File: src/rtl/wasm_prog_loader_pkg.sv
// Shared types and defaults for the WASM program loader.
package wasm_prog_loader_pkg;

  // Default instruction BRAM address width (depth = 2**ADDR_W bytes).
  localparam int unsigned InstrLog2BramDepth = 10;

  // Default run-cycle budget before the core is declared hung.
  localparam logic [31:0] DefaultTimeoutCyc = 32'd1_000_000;

  typedef enum logic [2:0] {
    StIdle  = 3'd0,  // also receives the low length byte
    StLenHi = 3'd1,
    StLoad  = 3'd2,
    StArm   = 3'd3,
    StRun   = 3'd4,
    StDone  = 3'd5,
    StErr   = 3'd6
  } state_e;

  typedef enum logic [2:0] {
    StatusOk          = 3'd0,
    StatusInstrErr    = 3'd1,
    StatusStackExceed = 3'd2,
    StatusEmptyPop    = 3'd3,
    StatusTimeout     = 3'd4,
    StatusLenBad      = 3'd5
  } status_e;

  // Fault status with fixed priority; StatusOk when no fault flag is set.
  function automatic status_e fault_status(input logic instr_error,
                                           input logic stack_exceed,
                                           input logic stack_empty);
    if (instr_error) begin
      return StatusInstrErr;
    end else if (stack_exceed) begin
      return StatusStackExceed;
    end else if (stack_empty) begin
      return StatusEmptyPop;
    end
    return StatusOk;
  endfunction

endpackage

File: src/rtl/wasm_prog_loader.sv
// Streams a length-prefixed WASM image into instruction BRAM, then runs the core
// and reports how it ended together with the number of run cycles.
module wasm_prog_loader
  import wasm_prog_loader_pkg::*;
#(
  parameter int unsigned ADDR_W      = InstrLog2BramDepth,
  parameter logic [31:0] TIMEOUT_CYC = DefaultTimeoutCyc
) (
  input  logic              i_clk,
  input  logic              i_rst,
  input  logic [7:0]        i_s_data,
  input  logic              i_s_valid,
  output logic              o_s_ready,
  input  logic              i_clear,
  output logic              o_bram_we,
  output logic [ADDR_W-1:0] o_bram_addr,
  output logic [7:0]        o_bram_wdata,
  output logic              o_core_rst_n,
  input  logic              i_instr_finish,
  input  logic              i_instr_error,
  input  logic              i_stack_exceed,
  input  logic              i_stack_empty,
  output logic              o_busy,
  output logic              o_done,
  output logic [2:0]        o_status,
  output logic [31:0]       o_cycle_cnt
);

  localparam logic [31:0] Depth = 32'(64'd1 << ADDR_W);

  state_e              state_q, state_d;
  logic [7:0]          len_lo_q, len_lo_d;
  logic [15:0]         len_q, len_d;
  logic [ADDR_W-1:0]   wr_ptr_q, wr_ptr_d;
  logic                bram_we_q, bram_we_d;
  logic [ADDR_W-1:0]   bram_addr_q, bram_addr_d;
  logic [7:0]          bram_wdata_q, bram_wdata_d;
  status_e             status_q, status_d;
  logic [31:0]         cnt_q, cnt_d;
  logic                done_q, done_d;

  logic                s_ready;
  logic                hs;
  logic [15:0]         len_full;
  logic                len_bad;
  logic                last_byte;
  logic                fault_any;
  logic                timeout_hit;
  logic                term_q, term_d;

  // Handshake and decode helpers shared by the next-state and datapath logic.
  always_comb begin
    s_ready     = ((state_q == StIdle) || (state_q == StLenHi) || (state_q == StLoad)) && !i_rst;
    hs          = i_s_valid && s_ready;
    len_full    = {i_s_data, len_lo_q};
    len_bad     = (len_full == 16'd0) || (32'(len_full) > Depth);
    last_byte   = (32'(wr_ptr_q) == (32'(len_q) - 32'd1));
    fault_any   = i_instr_error || i_stack_exceed || i_stack_empty;
    timeout_hit = (cnt_q == (TIMEOUT_CYC - 32'd1));
  end

  // State register.
  always_ff @(posedge i_clk) begin
    if (i_rst) begin
      state_q <= StIdle;
    end else begin
      state_q <= state_d;
    end
  end

  // Next-state logic.
  always_comb begin
    state_d = state_q;
    unique case (state_q)
      StIdle:  if (hs) state_d = StLenHi;
      StLenHi: if (hs) state_d = len_bad ? StErr : StLoad;
      StLoad:  if (hs && last_byte) state_d = StArm;
      StArm:   state_d = StRun;
      StRun: begin
        if (fault_any) begin
          state_d = StErr;
        end else if (i_instr_finish) begin
          state_d = StDone;
        end else if (timeout_hit) begin
          state_d = StErr;
        end
      end
      StDone, StErr: if (i_clear) state_d = StIdle;
      default: state_d = StIdle;
    endcase
  end

  // Datapath next-state: length capture, BRAM write staging, status and run counter.
  always_comb begin
    len_lo_d     = len_lo_q;
    len_d        = len_q;
    wr_ptr_d     = wr_ptr_q;
    bram_we_d    = 1'b0;
    bram_addr_d  = bram_addr_q;
    bram_wdata_d = bram_wdata_q;
    status_d     = status_q;
    cnt_d        = cnt_q;
    unique case (state_q)
      StIdle: begin
        if (hs) len_lo_d = i_s_data;
      end
      StLenHi: begin
        if (hs) begin
          len_d    = len_full;
          wr_ptr_d = '0;
          if (len_bad) status_d = StatusLenBad;
        end
      end
      StLoad: begin
        if (hs) begin
          bram_we_d    = 1'b1;
          bram_addr_d  = wr_ptr_q;
          bram_wdata_d = i_s_data;
          wr_ptr_d     = wr_ptr_q + 1'b1;
        end
      end
      StArm: begin
        cnt_d = '0;
      end
      StRun: begin
        // The exit cycle is not counted; flags beat the timeout in the same cycle.
        if (fault_any) begin
          status_d = fault_status(i_instr_error, i_stack_exceed, i_stack_empty);
        end else if (i_instr_finish) begin
          status_d = StatusOk;
        end else if (timeout_hit) begin
          status_d = StatusTimeout;
        end else if (cnt_q != 32'hFFFF_FFFF) begin
          cnt_d = cnt_q + 32'd1;
        end
      end
      StDone, StErr: begin
        if (i_clear) begin
          status_d = StatusOk;
          cnt_d    = '0;
        end
      end
      default: ;
    endcase
  end

  // Done pulse fires only on the first cycle in DONE or ERR.
  always_comb begin
    term_d = (state_d == StDone) || (state_d == StErr);
    done_d = term_d && !term_q;
  end

  // Datapath registers.
  always_ff @(posedge i_clk) begin
    if (i_rst) begin
      len_lo_q     <= '0;
      len_q        <= '0;
      wr_ptr_q     <= '0;
      bram_we_q    <= 1'b0;
      bram_addr_q  <= '0;
      bram_wdata_q <= '0;
      status_q     <= StatusOk;
      cnt_q        <= '0;
      done_q       <= 1'b0;
      term_q       <= 1'b0;
    end else begin
      len_lo_q     <= len_lo_d;
      len_q        <= len_d;
      wr_ptr_q     <= wr_ptr_d;
      bram_we_q    <= bram_we_d;
      bram_addr_q  <= bram_addr_d;
      bram_wdata_q <= bram_wdata_d;
      status_q     <= status_d;
      cnt_q        <= cnt_d;
      done_q       <= done_d;
      term_q       <= term_d;
    end
  end

  // Outputs; core is released only while running and never during reset.
  always_comb begin
    o_s_ready    = s_ready;
    o_bram_we    = bram_we_q;
    o_bram_addr  = bram_addr_q;
    o_bram_wdata = bram_wdata_q;
    o_core_rst_n = (state_q == StRun) && !i_rst;
    o_busy       = (state_q == StLenHi) || (state_q == StLoad) ||
                   (state_q == StArm) || (state_q == StRun);
    o_done       = done_q;
    o_status     = status_q;
    o_cycle_cnt  = cnt_q;
  end

endmodule

File: config.mk
export PLATFORM = sky130hd
export DESIGN_NAME = wasm_prog_loader
export DESIGN_NICKNAME = d
export VERILOG_FILES = /design/src/rtl/wasm_prog_loader_pkg.sv /design/src/rtl/wasm_prog_loader.sv
export SDC_FILE = /design/constraint.sdc
export NUM_CORES = 1
export LEC_CHECK = 0
export CAP_MARGIN = 20
export CORE_UTILIZATION = 49
export DETAILED_ROUTE_END_ITERATION = 12
export HOLD_SLACK_MARGIN = 0.15
export PLACE_DENSITY = 0.77
export SYNTH_ARGS = -nofsm -noshare
export SYNTH_HDL_FRONTEND = slang
export SYNTH_SLANG_ARGS = --single-unit
File: constraint.sdc
create_clock -name i_clk -period 2.3 [get_ports i_clk]
set_clock_uncertainty 0.2 [all_clocks]
set_input_delay 0.46 -clock i_clk [delete_from_list [all_inputs] [get_ports i_clk]]
set_output_delay 0.46 -clock i_clk [all_outputs]
set_load 0.01 [all_outputs]
# Word-level counts from Yosys, hierarchy flattened

Index checks and enable logic that the tools add are counted.

Input bits: 16
Logic and storage cells: 100
Bits in latches: 0
Bits in read-only memories: 0
Bits in writable memories: 0
Register bits after elaboration: 93
Memories kept: 0
Output and inout bits: 58

Divide/modulo/power cells: 0
Reduce and logical (&&, ||, !) cells: 29
Shifts and indexed selects: 0
Mux-type cells: 35
Eq/ne operators: 20
Magnitude comparators: 1
Multipliers: 0
Add/sub/neg operators: 3
Bitwise operators: 1

Operators by type and width:

| cell                    | number |
|---|---|
| $mux W32                | 5 |
| $pmux W32 S3            | 1 |
| $mux W3                 | 18 |
| $add A32 B1 Y32 const B | 1 |
| $eq A10 B32 Y1          | 1 |
| $eq A32 B20 Y1 const B  | 1 |
| $ne A32 B32 Y1 const B  | 1 |
| $mux W10                | 2 |
| $pmux W10 S2            | 1 |
| $pmux W3 S6             | 1 |
| $sub A16 B1 Y17 const B | 1 |
| $gt A16 B11 Y1 const B  | 1 |
| $logic_not A16 Y1       | 1 |
| $ne A2 B2 Y1 const B    | 8 |
| $eq A3 B3 Y1 const B    | 5 |
| $add A10 B1 Y10 const B | 1 |
| $logic_or A1 B1 Y1      | 9 |
| $pmux W3 S3             | 1 |
| $eq A3 B2 Y1 const B    | 2 |
| $mux W1                 | 6 |
| $reduce_and A2 Y1       | 3 |
| $reduce_and A6 Y1       | 1 |
| $reduce_bool A3 Y1      | 2 |
| $logic_and A1 B1 Y1     | 5 |
| other kinds (9)         | 11 |

# Depth between registers and ports, before layout

Gate-level depths: netlist of the first run.

Word-level depth: 11
Mapped depth: 9

# Worst setup path before layout of the first run

No wires, ideal clock.

Kind: register to register
From: register cnt_q[0] (netlist: o_cycle_cnt[0])
To: register cnt_q[24] (netlist: o_cycle_cnt[24])
Cell stages (with the launch flop): 8
Path slack: 0.026 ns
Required time: 1.981 ns
Data arrival time: 1.954 ns
Path buffers: 1
Cell sequence: dfxtp_1 ha_1 nand2_1 nor4_1 and3_1 clkbuf_1 nand4_1 mux2i_1

Cells in the longest elaborated chain, start to end: 6
Elaborated cells on any way between the ends: 11
Classes of those cells: add/sub: 1; eq/ne: 4; mux: 5; reduce/logical: 1

RTL lines:

| item                   | RTL line                | text |
|---|---|---|
| start, declared        | wasm_prog_loader.sv:39  | `logic [31:0] cnt_q, cnt_d;` |
| start signal, assigned | wasm_prog_loader.sv:174 | `cnt_q <= cnt_d;` |
| $add A32 B1 Y32        | wasm_prog_loader.sv:134 | `cnt_d = cnt_q + 32'd1;` |
| $mux W32               | wasm_prog_loader.sv:133 | `end else if (cnt_q != 32'hFFFF_FFFF) begin` |
| $mux W32               | wasm_prog_loader.sv:131 | `end else if (timeout_hit) begin` |
| $mux W32               | wasm_prog_loader.sv:129 | `end else if (i_instr_finish) begin` |
| $mux W32               | wasm_prog_loader.sv:127 | `if (fault_any) begin` |
| $pmux W32 S3           | wasm_prog_loader.sv:103 | `unique case (state_q)` |

Several ways; a longest one is shown, not always the timed one. The select of a mux whose other input is x is not followed.
A chain may end at the register's enable or synchronous reset.

# Final worst setup path of the first run

From: register cnt_q[30] (netlist: o_cycle_cnt[30])
To: register status_q[0] (netlist: o_status[0])

Cells in the longest elaborated chain, start to end: 3

RTL lines:

| item                               | RTL line                | text |
|---|---|---|
| $eq A32 B20 Y1                     | wasm_prog_loader.sv:59  | `timeout_hit = (cnt_q == (TIMEOUT_CYC - 32'd1));` |
| $ne A4 B4 Y1 (no source line)      | --                      |  |
| $reduce_and A5 Y1 (no source line) | --                      |  |
| end signal, assigned               | wasm_prog_loader.sv:162 | `status_q <= StatusOk;` |
| end signal, assigned               | wasm_prog_loader.sv:173 | `status_q <= status_d;` |
| end, declared                      | wasm_prog_loader.sv:38  | `status_e status_q, status_d;` |

Every way passes these cells.

==> reports/summary.md, run 1 <==
Fraction of synthesized cell area taken by the top area cell type: 39.6%. The internal power is 2440 uW, and the path depth of the worst reg2reg path is 8. The logs give 5 for the first-pass iteration count of the detailed router and 93 for the number of sinks handled by clock tree synthesis. The setup slack after layout came out at -0.0915 ns.

For this block, the routed nets add up to 14,800 um of wire. The tools report the tightest slew margin relative to the limit as 64.5%. The weighted congestion reported at the end of routability-driven placement came out at 0.881. The clock root buffer was sky130_fd_sc_hd__clkbuf_8.

Compared with the post-synthesis result, the final layout area differs by 47.2%. The placed instances occupy a cell area of 6160 um2. The number of cells on the worst hold path was 1; the share of the yosys chip area belonging to registers was 39.6%.

The worst-path maximum fanout is 2, and the number of flip-flops and latches in the synthesized netlist is 93. Setup repair after global routing could not meet its margin everywhere. The H-tree was split into 3 levels. Buffers inserted to repair hold after CTS numbered 0. The minimum hold slack came out at 0.209 ns. In this run the most critical hold path is launched from term_q$_SDFF_PP0_. Net switching is 25.9% of the power. The total power divided by cell area came out at 475 nW/um2. The clock-pin slew of the registers on the worst-case setup and hold paths works out to 0.09 ns. The worst register-to-register path begins at o_cycle_cnt[30]$_SDFFE_PP0P_. Global routing consumed, over all layers together, 29.2% of the routing resources. For the combinational share of power, the log shows 12.6%. In the synthesized netlist the async set-or-reset flop fraction comes to 0%.

For the via count, the log shows 5,173. The first-pass GRT wire length came out at 23,400 um. The final routed wire length divided by cell count was 16.5 um; the critical path data required time was 2.36 ns. For this design the top-level I/O count stands at 74. For the number of synthesis warnings, the log shows 0. The run gives 0 as the remaining routing DRC violations. The library cell with the largest summed area after synthesis is sky130_fd_sc_hd__dfxtp_1. The total leakage power came out at 0.00244 uW. The tools report the number of inserted filler cells in the final layout as 674.

Once the floorplan was initialized, standard cells occupied 50.7% of the core. The end of the worst register-to-register path was o_status[0]$_SDFFE_PP0P_. Die boundary height: 100 um. The final reports fail on setup timing. Adding up every negative setup slack in the final design gives -1.09 ns.

The type of the worst min-delay path is reg -> reg. The total count of max-transition violations in the final report is 0, and the number of buffer cells added on primary ports is 73. Sequential cells account for 50.2% of the total power. The number of failing hold endpoints at the final stage came out at 0. The worst path arrival time was 2.45 ns; the post-layout minimum cycle time was 2.39 ns. The die covers 10000 um2.

Clock tree synthesis inserted a total of 9 buffers. The portion of total power attributed to the clock network is 37.2%, and the final global-route overflow total is 0. The type of the setup path with the least slack is reg -> reg. The per-instance average area after synthesis works out to 7.87 um2. For this run, the leading register cell type out of synthesis is sky130_fd_sc_hd__dfxtp_1. Cells fill 74.6% of the core in the end. In the final layout, the multi-input gates occupy 3000 um2. The per-cell via count in the routed design works out to 5.79.

For this run, the top clock speed supported by timing is 0.418 GHz. In this run the cell area of the synthesized design comes to 4710 um2. The flop-to-flop setup slack was -0.09 ns.

The slew at the pin with the worst max-slew slack is 0.532 ns, and the pin count of the biggest net entering global routing is 33. The first routing iteration left 296 violations. Of the cells placed in the final design, the portion with a size suffix greater than 1 is 26.1%. STA classifies the critical path startpoint as a register. For hold timing, the worst endpoint is o_done$_SDFF_PP0_. By area the synthesized netlist is led by sky130_fd_sc_hd__dfxtp_1 (40%), sky130_fd_sc_hd__nand2_1 (8.5%), sky130_fd_sc_hd__a21oi_1 (8.1%). Synthesis produced a netlist with a net count of 617. The initial antenna violation count is 1, and the insertion delay of the later-clocked pin in the worst-skew pair is 0.37 ns. The overall die width was 100 um; the number of enable-type register cells in the synthesized netlist was 0. For the area occupied by registers, the log shows 1880 um2. Summed over all nets, the half-perimeter wirelength after detailed placement is 9780 um.

Final net count: 778. The run finished, with violations left. The worst-case IR drop observed on VDD is 0.367 mV.

Synthesis instantiated 59 different standard cells from the library. The initialized floorplan defines 35 standard-cell rows. Summed over all nets, the switching power comes to 854 uW. The number of global-route vias before repair was 4,949; the post-route clock period utilization was 104%.

No sink is reached through more buffers than the 2 on the longest clock path. Max-cap violations in this run came to 0. The tools report the number of failing setup endpoints in the final timing report as 24. The count of mapped cells out of synthesis was 598; the number of nets still failing antenna checks after routing was 0. The finished layout cell area came out at 6930 um2. TritonCTS built the clock tree.

STA classifies the critical path endpoint as a register. The overall power after layout was 3290 uW. The region available for standard cell placement spans 9280 um2.
==> synthesized netlist by cell type, drive strengths merged (9+ instances only) <==
master / instances
nor2: 30
and3: 9
nor4: 10
o21ai: 33
a21oi: 77
clkbuf: 27
dfxtp: 93
nor3: 15
nand4: 17
nand3: 25
xor2: 9
nand2: 107
or3: 21
xnor2: 15
==> layer usage <==
metal | part of all wire, % | track usage (%) | wire length (um) | up-vias
li1 | - | - | - | 2486
met4 | 3.4 | 12.7 | 502 | 0
met3 | 5.9 | 4.32 | 865 | 47
met2 | 51 | 53.0 | 7610 | 203
met1 | 39 | 34.1 | 5790 | 2437
met5 | 0 | 0 | 0 | -
==> cell usage in the layout, fill, tap and decap left out, types with 9 or more instances in the layout <==
cell,instances
sky130_fd_sc_hd__nand2_1,107
sky130_fd_sc_hd__buf_4,91
sky130_fd_sc_hd__dfxtp_1,80
sky130_fd_sc_hd__a21oi_1,73
sky130_fd_sc_hd__clkdlybuf4s50_1,65
sky130_fd_sc_hd__nand3_1,25
sky130_fd_sc_hd__nor2_1,24
sky130_fd_sc_hd__or3_1,19
sky130_fd_sc_hd__nand4_1,17
sky130_fd_sc_hd__o21ai_0,15
sky130_fd_sc_hd__xnor2_1,14
sky130_fd_sc_hd__buf_6,14
sky130_fd_sc_hd__nor3_1,11
sky130_fd_sc_hd__dfxtp_2,11
sky130_fd_sc_hd__o21ai_2,9
sky130_fd_sc_hd__o21ai_1,9
sky130_fd_sc_hd__xor2_1,9
sky130_fd_sc_hd__clkbuf_8,9
==> how the worst max path moves through the flow <==
stage                            startpoint                            to  slack, ns  depth (start not counted)
6_report       o_cycle_cnt[30]$_SDFFE_PP0P_      o_status[0]$_SDFFE_PP0P_      -0.09                          8
5_1_grt        o_cycle_cnt[30]$_SDFFE_PP0P_  o_cycle_cnt[29]$_SDFFE_PP0P_      -0.19                          8
4_1_cts        o_cycle_cnt[11]$_SDFFE_PP0P_  o_cycle_cnt[27]$_SDFFE_PP0P_      -0.07                          7
3_5_place_dp                 i_stack_exceed  o_cycle_cnt[21]$_SDFFE_PP0P_      -0.45                          9
3_3_place_gp                 i_stack_exceed  o_cycle_cnt[21]$_SDFFE_PP0P_      -0.38                          9
2_1_floorplan   o_cycle_cnt[0]$_SDFFE_PP0P_  o_cycle_cnt[24]$_SDFFE_PP0P_       0.03                          7
==> per-stage QoR <==
stage | setup WS (ns) | cells
2_1_floorplan | 0.0265 | 598
3_3_place_gp | -0.383 | 858
3_5_place_dp | -0.449 | 858
4_1_cts | -0.0712 | 880
5_1_grt | -0.185 | 893
6_report | -0.0915 | 893
==> power groups by stage <==
stage / registers [uW] / logic [uW] / clock network (uW)
after floorplan: 1680 / 188 / 0
after global placement: 1690 / 355 / 0
after detailed placement: 1690 / 360 / 0
after CTS: 1650 / 388 / 1230
after global routing: 1660 / 447 / 1310
final: 1650 / 416 / 1220
==> state kept, by name, summed over array words and instances, names as in the netlist <==
name and count:
state_q 3, o_done 1, o_bram_addr 10, o_bram_wdata 8, o_bram_we 1, wr_ptr_q 10
len_q 16, o_status 3, len_lo_q 8, term_q 1, o_cycle_cnt 32
==> final cells by class <==
cell class                 instances  share of cell area (%)
clock inverter                     6                    1.35
antenna                            1                  0.0361
inverter                           9                   0.542
multi-input combinational        465                    43.3
sequential                        93                    27.2
tap                              129                    2.33
clock buffer                       9                    1.79
timing repair buffer             181                    23.5
==> critical path: stages, from the launching register on <==
cell and delay [ns]:
sky130_fd_sc_hd__dfxtp_2 0.33, sky130_fd_sc_hd__or4_4 0.55, sky130_fd_sc_hd__nor4_4 0.35, sky130_fd_sc_hd__buf_4 0.18, sky130_fd_sc_hd__a21o_1 0.15, sky130_fd_sc_hd__buf_6 0.12, sky130_fd_sc_hd__buf_6 0.08, sky130_fd_sc_hd__o2111ai_2 0.09
sky130_fd_sc_hd__o221a_2 0.24
==> kinds of logic (layout without fill, tap and decap cells) <==
group	Yosys count	count (layout)	share of synthesized area [%]
simple gates	283	283	30.8
compound gates	147	150	19.4
flops	93	93	39.6
buf+inv	43	205	3.86
xor+xnor	24	24	4.47
mux	5	5	1.06
fa+ha+maj	3	3	0.798
other cells	0	1	0
==> timing repair <==
item | 4_1_cts | 5_1_grt
setup buffers | 5 | 13
pin swaps | 17 | 32
resized for setup | 44 | 63
gates cloned | 2 | 1
setup endpoints to repair | 34 | 44
(Power assumes the default switching activity.)
==> inputs of run 2 (changes only) <==
Settings changed: SKIP_CTS_REPAIR_TIMING set to 1.
==> run 2 against run 1 <==
Net effect:
- the flow still finishes with violations (setup timing)
- global-route usage fell by 1.9 points
- flip-flop and latch count did not move
- clock power barely moved
- critical path depth did not move
- design area fell by 0.22%
- worst setup slack got worse by 0.050 ns
- utilization fell by 0.16 points
- wire length rose by 2.0%
- sequential share of layout area barely moved
- combinational power fell by 2%
- final cell count fell by 0.67%
- largest cell class unchanged
- highest routed layer unchanged
==> reports/summary.md, run 2 (same netlist as run 1, synthesis figures left out) <==
The run finished, with violations left. The final reports fail on setup timing. The logs give 27.3% (-1.9 points) for the overall fraction of global-route tracks in use and 5,208 (+0.68%) for the via count.

For the initial antenna violation count, the log shows 1 (unchanged). The CTS H-tree depth was 3 (unchanged); the achievable frequency was 0.410 GHz (-2.0%). The summed negative setup slack over all endpoints was -2.13 ns (-1.04 ns). Placeable core region: 9280 um2 (unchanged).

The tree is rooted in a sky130_fd_sc_hd__clkbuf_8. Number of buffers created by CTS: 9 (unchanged). The number of global-route vias before repair is 4,738 (-4.3%).

The setup slack after layout was -0.141 ns (-0.0497 ns); the tightest slew margin relative to the limit was 62.4% (-2.2 points). The overall die width came out at 100 um (unchanged). In the layout the commonest cells are sky130_fd_sc_hd__nand2_1 (105), sky130_fd_sc_hd__buf_4 (89), sky130_fd_sc_hd__dfxtp_1 (84). The number of buffer cells added on primary ports was 73 (unchanged).

The slew at the pin with the worst max-slew slack was 0.565 ns (+0.0324 ns); the clock-pin slew of the registers on the worst-case setup and hold paths was 0.09 ns (about the same). The library cell used most frequently in the layout, excluding fill and tap cells, is sky130_fd_sc_hd__nand2_1. The worst hold path begins at term_q$_SDFF_PP0_. STA classifies the critical path endpoint as a register.

The tools report the category of the worst setup path launch point as a register. The tools report the critical path data required time as 2.35 ns (about the same). The number of nets still failing antenna checks after routing came out at 0 (unchanged).

TritonCTS built the clock tree. The number of inserted filler cells in the final layout is 692 (+2.7%), and the number of flip-flops in the largest register is 32 (unchanged). The total power divided by cell area came out at 476 nW/um2 (about the same). Number of sinks handled by clock tree synthesis: 93 (unchanged).

The run gives 6910 um2 (-0.22%) as the finished layout cell area. The initial core utilization was 50.7% (unchanged); the first-pass iteration count of the detailed router was 6 (+1). The critical path goes through or4bb_4 -> nor4_4 -> buf_4 -> a21o_1 -> buf_6 -> buf_6 -> o2111ai_2 -> o221a_2. The run gives 0 (unchanged) as the remaining routing DRC violations.

In this design, the critical path's most frequently occurring cell is sky130_fd_sc_hd__buf_6. Total count of max-transition violations in the final report: 0 (unchanged). The run gives 9780 um (unchanged) as the half-perimeter wire length after detailed placement. The total of max-cap violations was 0 (unchanged); the post-route clock period utilization was 106% (+2.2 points).

The tools report the final net count as 772 (-0.77%). The tools report the number of buffers on the longest clock path as 2 (unchanged). The largest stage delay on the critical path came out at 0.55 ns (about the same).

The worst path arrival time was 2.49 ns (+0.04 ns); the total leakage power was 0.00249 uW (+2.0%). The standard cell area after detailed placement was 6160 um2 (unchanged); the post-route non-filler standard cell count was 887 (-0.67%). For the area occupied by registers, the log shows 1880 um2 (-0.27%). The share of final-layout standard cells stronger than drive strength 1 was 25.9% (-0.19 points); the insertion delay of the later-clocked pin in the worst-skew pair was 0.36 ns (about the same). The final routed wire length divided by cell count was 17.0 um (+2.7%). The number of failing setup endpoints in the final timing report is 33 (+38%). The placement-stage worst setup slack is -0.449 ns (unchanged). The die boundary height is 100 um (unchanged). The weighted congestion reported at the end of routability-driven placement is 0.881 (unchanged). The most critical setup path has its startpoint at o_cycle_cnt[27]$_SDFFE_PP0P_. The worst-path maximum fanout came out at 2 (unchanged). The number of failing hold endpoints at the final stage came out at 0 (unchanged). The pin count of the biggest net entering global routing was 33 (unchanged). The min-delay analysis places its worst path in the category reg -> reg. Setup repair after global routing could not meet its margin everywhere.

The multi-input combinational cell area was 3030 um2 (+0.96%); the minimum hold slack was 0.239 ns (+0.0307 ns). The maximum VDD drop is 0.350 mV (-4.6%), and the post-layout minimum cycle time is 2.44 ns (+0.0497 ns). The first-pass GRT wire length is 22,000 um (-5.7%). The number of DRC markers in iteration 0 came out at 321 (+8.4%). The run gives 0 (unchanged) as the final global-route overflow total. The wire length after detailed routing was 15,100 um (+2.0%). The worst setup path is of the reg -> reg kind. From synthesis to final layout, the design area changed by 46.9%. For the number of rows created at floorplan, the log shows 35 (unchanged). The floorplan die area was 10000 um2 (unchanged); the number of placed cells counting well taps was 858 (unchanged).

The slowest stage of the critical path belongs to the cell sky130_fd_sc_hd__or4bb_4. The launching point of the worst reg2reg path is o_cycle_cnt[27]$_SDFFE_PP0P_. The per-cell via count in the routed design is 5.87 (+1.4%), and the top-level port count is 74 (unchanged).
[run 2: cell types whose count changed in the layout (fill, tap and decap cells not counted), sizes merged]
cell          previous run  this run
buf                    109       104
dlymetal6s2s             2         7
dlygate4sd2              5         0
o211ai                   6         5
[run 2: worst max-delay path, delay by kind of cell (launching register included)]
family	cells	cell delay (ns)
and+or+nand+nor	2	0.92
DFF	1	0.33
buffers and inverters	3	0.39
AOI/OAI and AO/OA	3	0.50
[run 2: final cells by class]
cell class	count	share of cell area (%)
multi-input cells	464	43.8
flip-flops and latches	93	27.2
repair buffers	176	23.0
well taps	129	2.33
clock buffers	9	1.79
clock inverters	6	1.36
inverters	9	0.543
diodes	1	0.0362
[run 2: final timing paths]
path	endpoint	depth (start not counted)	slack, ns
worst max register to register	o_status[0]$_SDFFE_PP0P_	8	-0.14
worst max-delay path	o_status[0]$_SDFFE_PP0P_	8	-0.14
worst min register to register	o_done$_SDFF_PP0_	1	0.24
worst min-delay path	o_done$_SDFF_PP0_	1	0.24
[run 2: layer usage]
| metal | up-vias | global-route usage (%) | part of all wire, % |
|---|---|---|---|
| met5 | - | 0 | 0 |
| met4 | 0 | 9.25 | 3.8 |
| met3 | 51 | 4.46 | 5.2 |
| met2 | 209 | 49.6 | 52 |
| met1 | 2476 | 32.5 | 39 |
| li1 | 2472 | - | - |
[run 2: metrics by stage]
step	util, %	total power, uW
5_1_grt	74.5	3410
3_3_place_gp	66.4	2040
3_5_place_dp	66.4	2050
6_report	74.5	3290
2_1_floorplan	-	1870
4_1_cts	68.7	3250
[run 2: where the power goes]
group / internal (uW) / switching (uW) / total, uW
combinational: 187 / 222 / 408
sequential: 1630 / 22.0 / 1650
clock: 616 / 610 / 1230
total: 2430 / 853 / 3290
==> inputs of run 3 (changes only) <==
Settings changed: CELL_PAD_IN_SITES_DETAIL_PLACEMENT set to 1, CELL_PAD_IN_SITES_GLOBAL_PLACEMENT set to 1, CORE_UTILIZATION 49 to 36, PLACE_DENSITY 0.77 to unset, PLACE_DENSITY_LB_ADDON set to 0.1.
==> run 3 against run 2 <==
Net effect:
- sequential power about the same
- the flow still finishes with violations (setup timing)
- hold slack worse by 0.051 ns
- register-to-register slack worse by 0.07 ns
- largest cell class unchanged
- largest power group is now the clock network
- first-iteration DRC count down 31%
- total power is 16% higher
==> reports/summary.md, run 3 (same netlist as run 1, synthesis figures left out) <==
The first-pass iteration count of the detailed router was 4 (-2); the post-layout minimum cycle time was 2.51 ns (+0.0733 ns). The number of buffers on the longest clock path was 2 (unchanged). The tools report the maximum VDD drop as 0.370 mV (+5.7%). The logs give 13,500 um2 (+35%) for the floorplan die area and -0.214 ns (-0.0733 ns) for the setup slack after layout. The number of DRC markers in iteration 0 was 220 (-31%).

The fraction of power spent switching nets was 24.4% (-1.6 points); the number of inserted filler cells in the final layout was 1,537 (+120%). Slew at the pin with the worst max-slew slack: 0.500 ns (-0.0647 ns). The tools report the number of global-route vias before repair as 5,137 (+8.4%). The number of buffer cells added on primary ports works out to 73 (unchanged). The insertion delay of the later-clocked pin in the worst-skew pair is 0.36 ns (about the same), and the post-route non-filler standard cell count is 946 (+6.7%). The tools report the sequential power share as 43.3% (-7.0 points). The initial antenna violation count came out at 0 (-1). In the layout the commonest cells are sky130_fd_sc_hd__buf_4 (109), sky130_fd_sc_hd__nand2_1 (106), sky130_fd_sc_hd__dfxtp_1 (88). The final net count is 788 (+2.1%). In this run the clock root is driven by a sky130_fd_sc_hd__clkbuf_16. The number of flip-flops in the largest register works out to 32 (unchanged). The logs give 21 (-36%) for the pin count of the biggest net entering global routing and 3 (unchanged) for the CTS H-tree depth. STA classifies the critical path startpoint as a register.

The achievable frequency is 0.398 GHz (-2.9%), and the reported net switching power is 932 uW (+9.2%). For the total of max-cap violations, the log shows 0 (unchanged). The initial core utilization came out at 37.1% (-14 points). The area occupied by registers was 1870 um2 (-0.40%).

The tools report the remaining routing DRC violations as 0 (unchanged). The critical path data required time came out at 2.39 ns (+0.04 ns). The run gives 0 (unchanged) as the number of nets still failing antenna checks after routing. By startpoint and endpoint, the worst setup path is classified as reg -> reg.

The via count is 5,217 (+0.17%), and the top-level port count is 74 (unchanged). The worst-path maximum fanout was 6 (+4); the per-cell via count in the routed design was 5.51 (-6.1%). The die boundary height came out at 116 um (+16%).

The placeable core region came out at 12,700 um2 (+36%). The overall die width is 116 um (+16%), and the multi-input combinational cell area is 2890 um2 (-4.5%). STA classifies the critical path endpoint as a register. In this run the worst hold path is classified as reg -> reg. The weighted congestion reported at the end of routability-driven placement is 0.861 (-2.2%), and the internal power is 2890 uW (+19%). Setup repair after global routing could not meet its margin everywhere.

Area added between synthesis and finish: 50.0%. The combinational share of power came out at 10.5% (-1.9 points). The number of failing setup endpoints in the final timing report is 36 (+9.1%), and the overall power after layout is 3820 uW (+16%).

The final reports fail on setup timing. The logs give 93 (unchanged) for the number of sinks handled by clock tree synthesis and 25,500 um (+16%) for the first-pass GRT wire length. Share of final-layout standard cells stronger than drive strength 1: 25.3% (-0.57 points). The number of rows created at floorplan is 41 (+17%). Worst path arrival time: 2.60 ns (+0.11 ns).

The run finished, with violations left. The final antenna diode count was 0 (-1); the number of cells on the worst hold path was 1 (unchanged). The tightest slew margin relative to the limit is 66.4% (+4.0 points). The run gives 0 (unchanged) as the final global-route overflow total. The total count of max-transition violations in the final report was 0 (unchanged). The overall fraction of global-route tracks in use was 24.6% (-2.6 points). The final routed wire length divided by cell count works out to 18.4 um (+8.3%).

The number of failing hold endpoints at the final stage was 0 (unchanged); the number of placed cells counting well taps was 918 (+7.0%). The total power divided by cell area is 542 nW/um2 (+14%). The portion of total power attributed to the clock network was 46.2% (+8.9 points); the post-route clock period utilization was 109% (+3.2 points). Wire length after detailed routing: 17,400 um (+16%). TritonCTS built the clock tree.

The clock-pin slew of the registers on the worst-case setup and hold paths came out at 0.07 ns (-0.02 ns). The most common cell after layout, fill and taps aside was sky130_fd_sc_hd__buf_4. For the number of buffers created by CTS, the log shows 9 (unchanged). Half-perimeter wire length after detailed placement: 12,000 um (+23%). The total leakage power came out at 0.00261 uW (+5.0%).

The path depth of the worst reg2reg path works out to 9 (+1).
-- run 3: cell types whose count changed in the layout (fill, tap and decap cells not counted), moves of 3 or more --
cell	previous run	this run
sky130_fd_sc_hd__o21ai_0	13	17
sky130_fd_sc_hd__clkbuf_16	0	9
sky130_fd_sc_hd__dfxtp_2	7	4
sky130_fd_sc_hd__dfxtp_1	84	88
sky130_fd_sc_hd__o21ai_2	11	8
sky130_fd_sc_hd__clkbuf_8	9	0
sky130_fd_sc_hd__buf_4	89	109
-- run 3: layout make-up --
| cell class | count | share of cell area [%] |
|---|---|---|
| clock buffer | 10 | 3.24 |
| tap | 172 | 3.05 |
| clock inverter | 6 | 1.68 |
| sequential | 93 | 26.5 |
| timing repair buffer | 194 | 24.0 |
| multi-input combinational | 462 | 41.0 |
| inverter | 9 | 0.479 |
-- run 3: metrics by stage --
step / utilization (%) / hold WS [ns] / TNS [ns] / setup slack, ns / cell area (um2)
final: 55.7 / 0.189 / -5.19 / -0.214 / 7060
after global routing: 55.7 / 0.201 / -7.31 / -0.274 / 7060
after CTS: 52.6 / 0.195 / -6.04 / -0.235 / 6670
after detailed placement: 49.9 / 0.188 / -23.71 / -0.498 / 6320
after global placement: 49.9 / 0.172 / -20.10 / -0.482 / 6320
after floorplan: - / 0.167 / 0 / 0.0265 / 4710
-- run 3: final timing paths --
| check | from | endpoint | slack (ns) |
|---|---|---|---|
| worst max register to register | o_cycle_cnt[27]$_SDFFE_PP0P_ | o_cycle_cnt[27]$_SDFFE_PP0P_ | -0.21 |
| worst min register to register | term_q$_SDFF_PP0_ | o_done$_SDFF_PP0_ | 0.19 |
| worst max-delay path | o_cycle_cnt[27]$_SDFFE_PP0P_ | o_cycle_cnt[27]$_SDFFE_PP0P_ | -0.21 |
| worst min-delay path | term_q$_SDFF_PP0_ | o_done$_SDFF_PP0_ | 0.19 |
-- run 3: per-layer routing --
metal | share of wire, % | GRT usage, %
met1 | 41 | 28.0
met2 | 53 | 45.4
met3 | 2.4 | 4.05
met4 | 4.0 | 10.1
met5 | 0 | 0
-- run 3: power by group through the flow --
stage / combinational (uW) / sequential (uW) / clock (uW)
5_1_grt: 433 / 1660 / 1870
4_1_cts: 374 / 1650 / 1810
6_report: 402 / 1660 / 1760
2_1_floorplan: 188 / 1680 / 0
3_5_place_dp: 371 / 1690 / 0
3_3_place_gp: 366 / 1690 / 0
-- run 3: critical path: stages (launching register included) --
cell and delay, ns:
sky130_fd_sc_hd__dfxtp_1 0.33, sky130_fd_sc_hd__or4bb_4 0.56, sky130_fd_sc_hd__nor4_4 0.39, sky130_fd_sc_hd__a21oi_2 0.11, sky130_fd_sc_hd__buf_6 0.15, sky130_fd_sc_hd__o2111ai_4 0.22, sky130_fd_sc_hd__buf_6 0.17, sky130_fd_sc_hd__buf_4 0.11
sky130_fd_sc_hd__o31ai_2 0.05, sky130_fd_sc_hd__a21oi_1 0.15
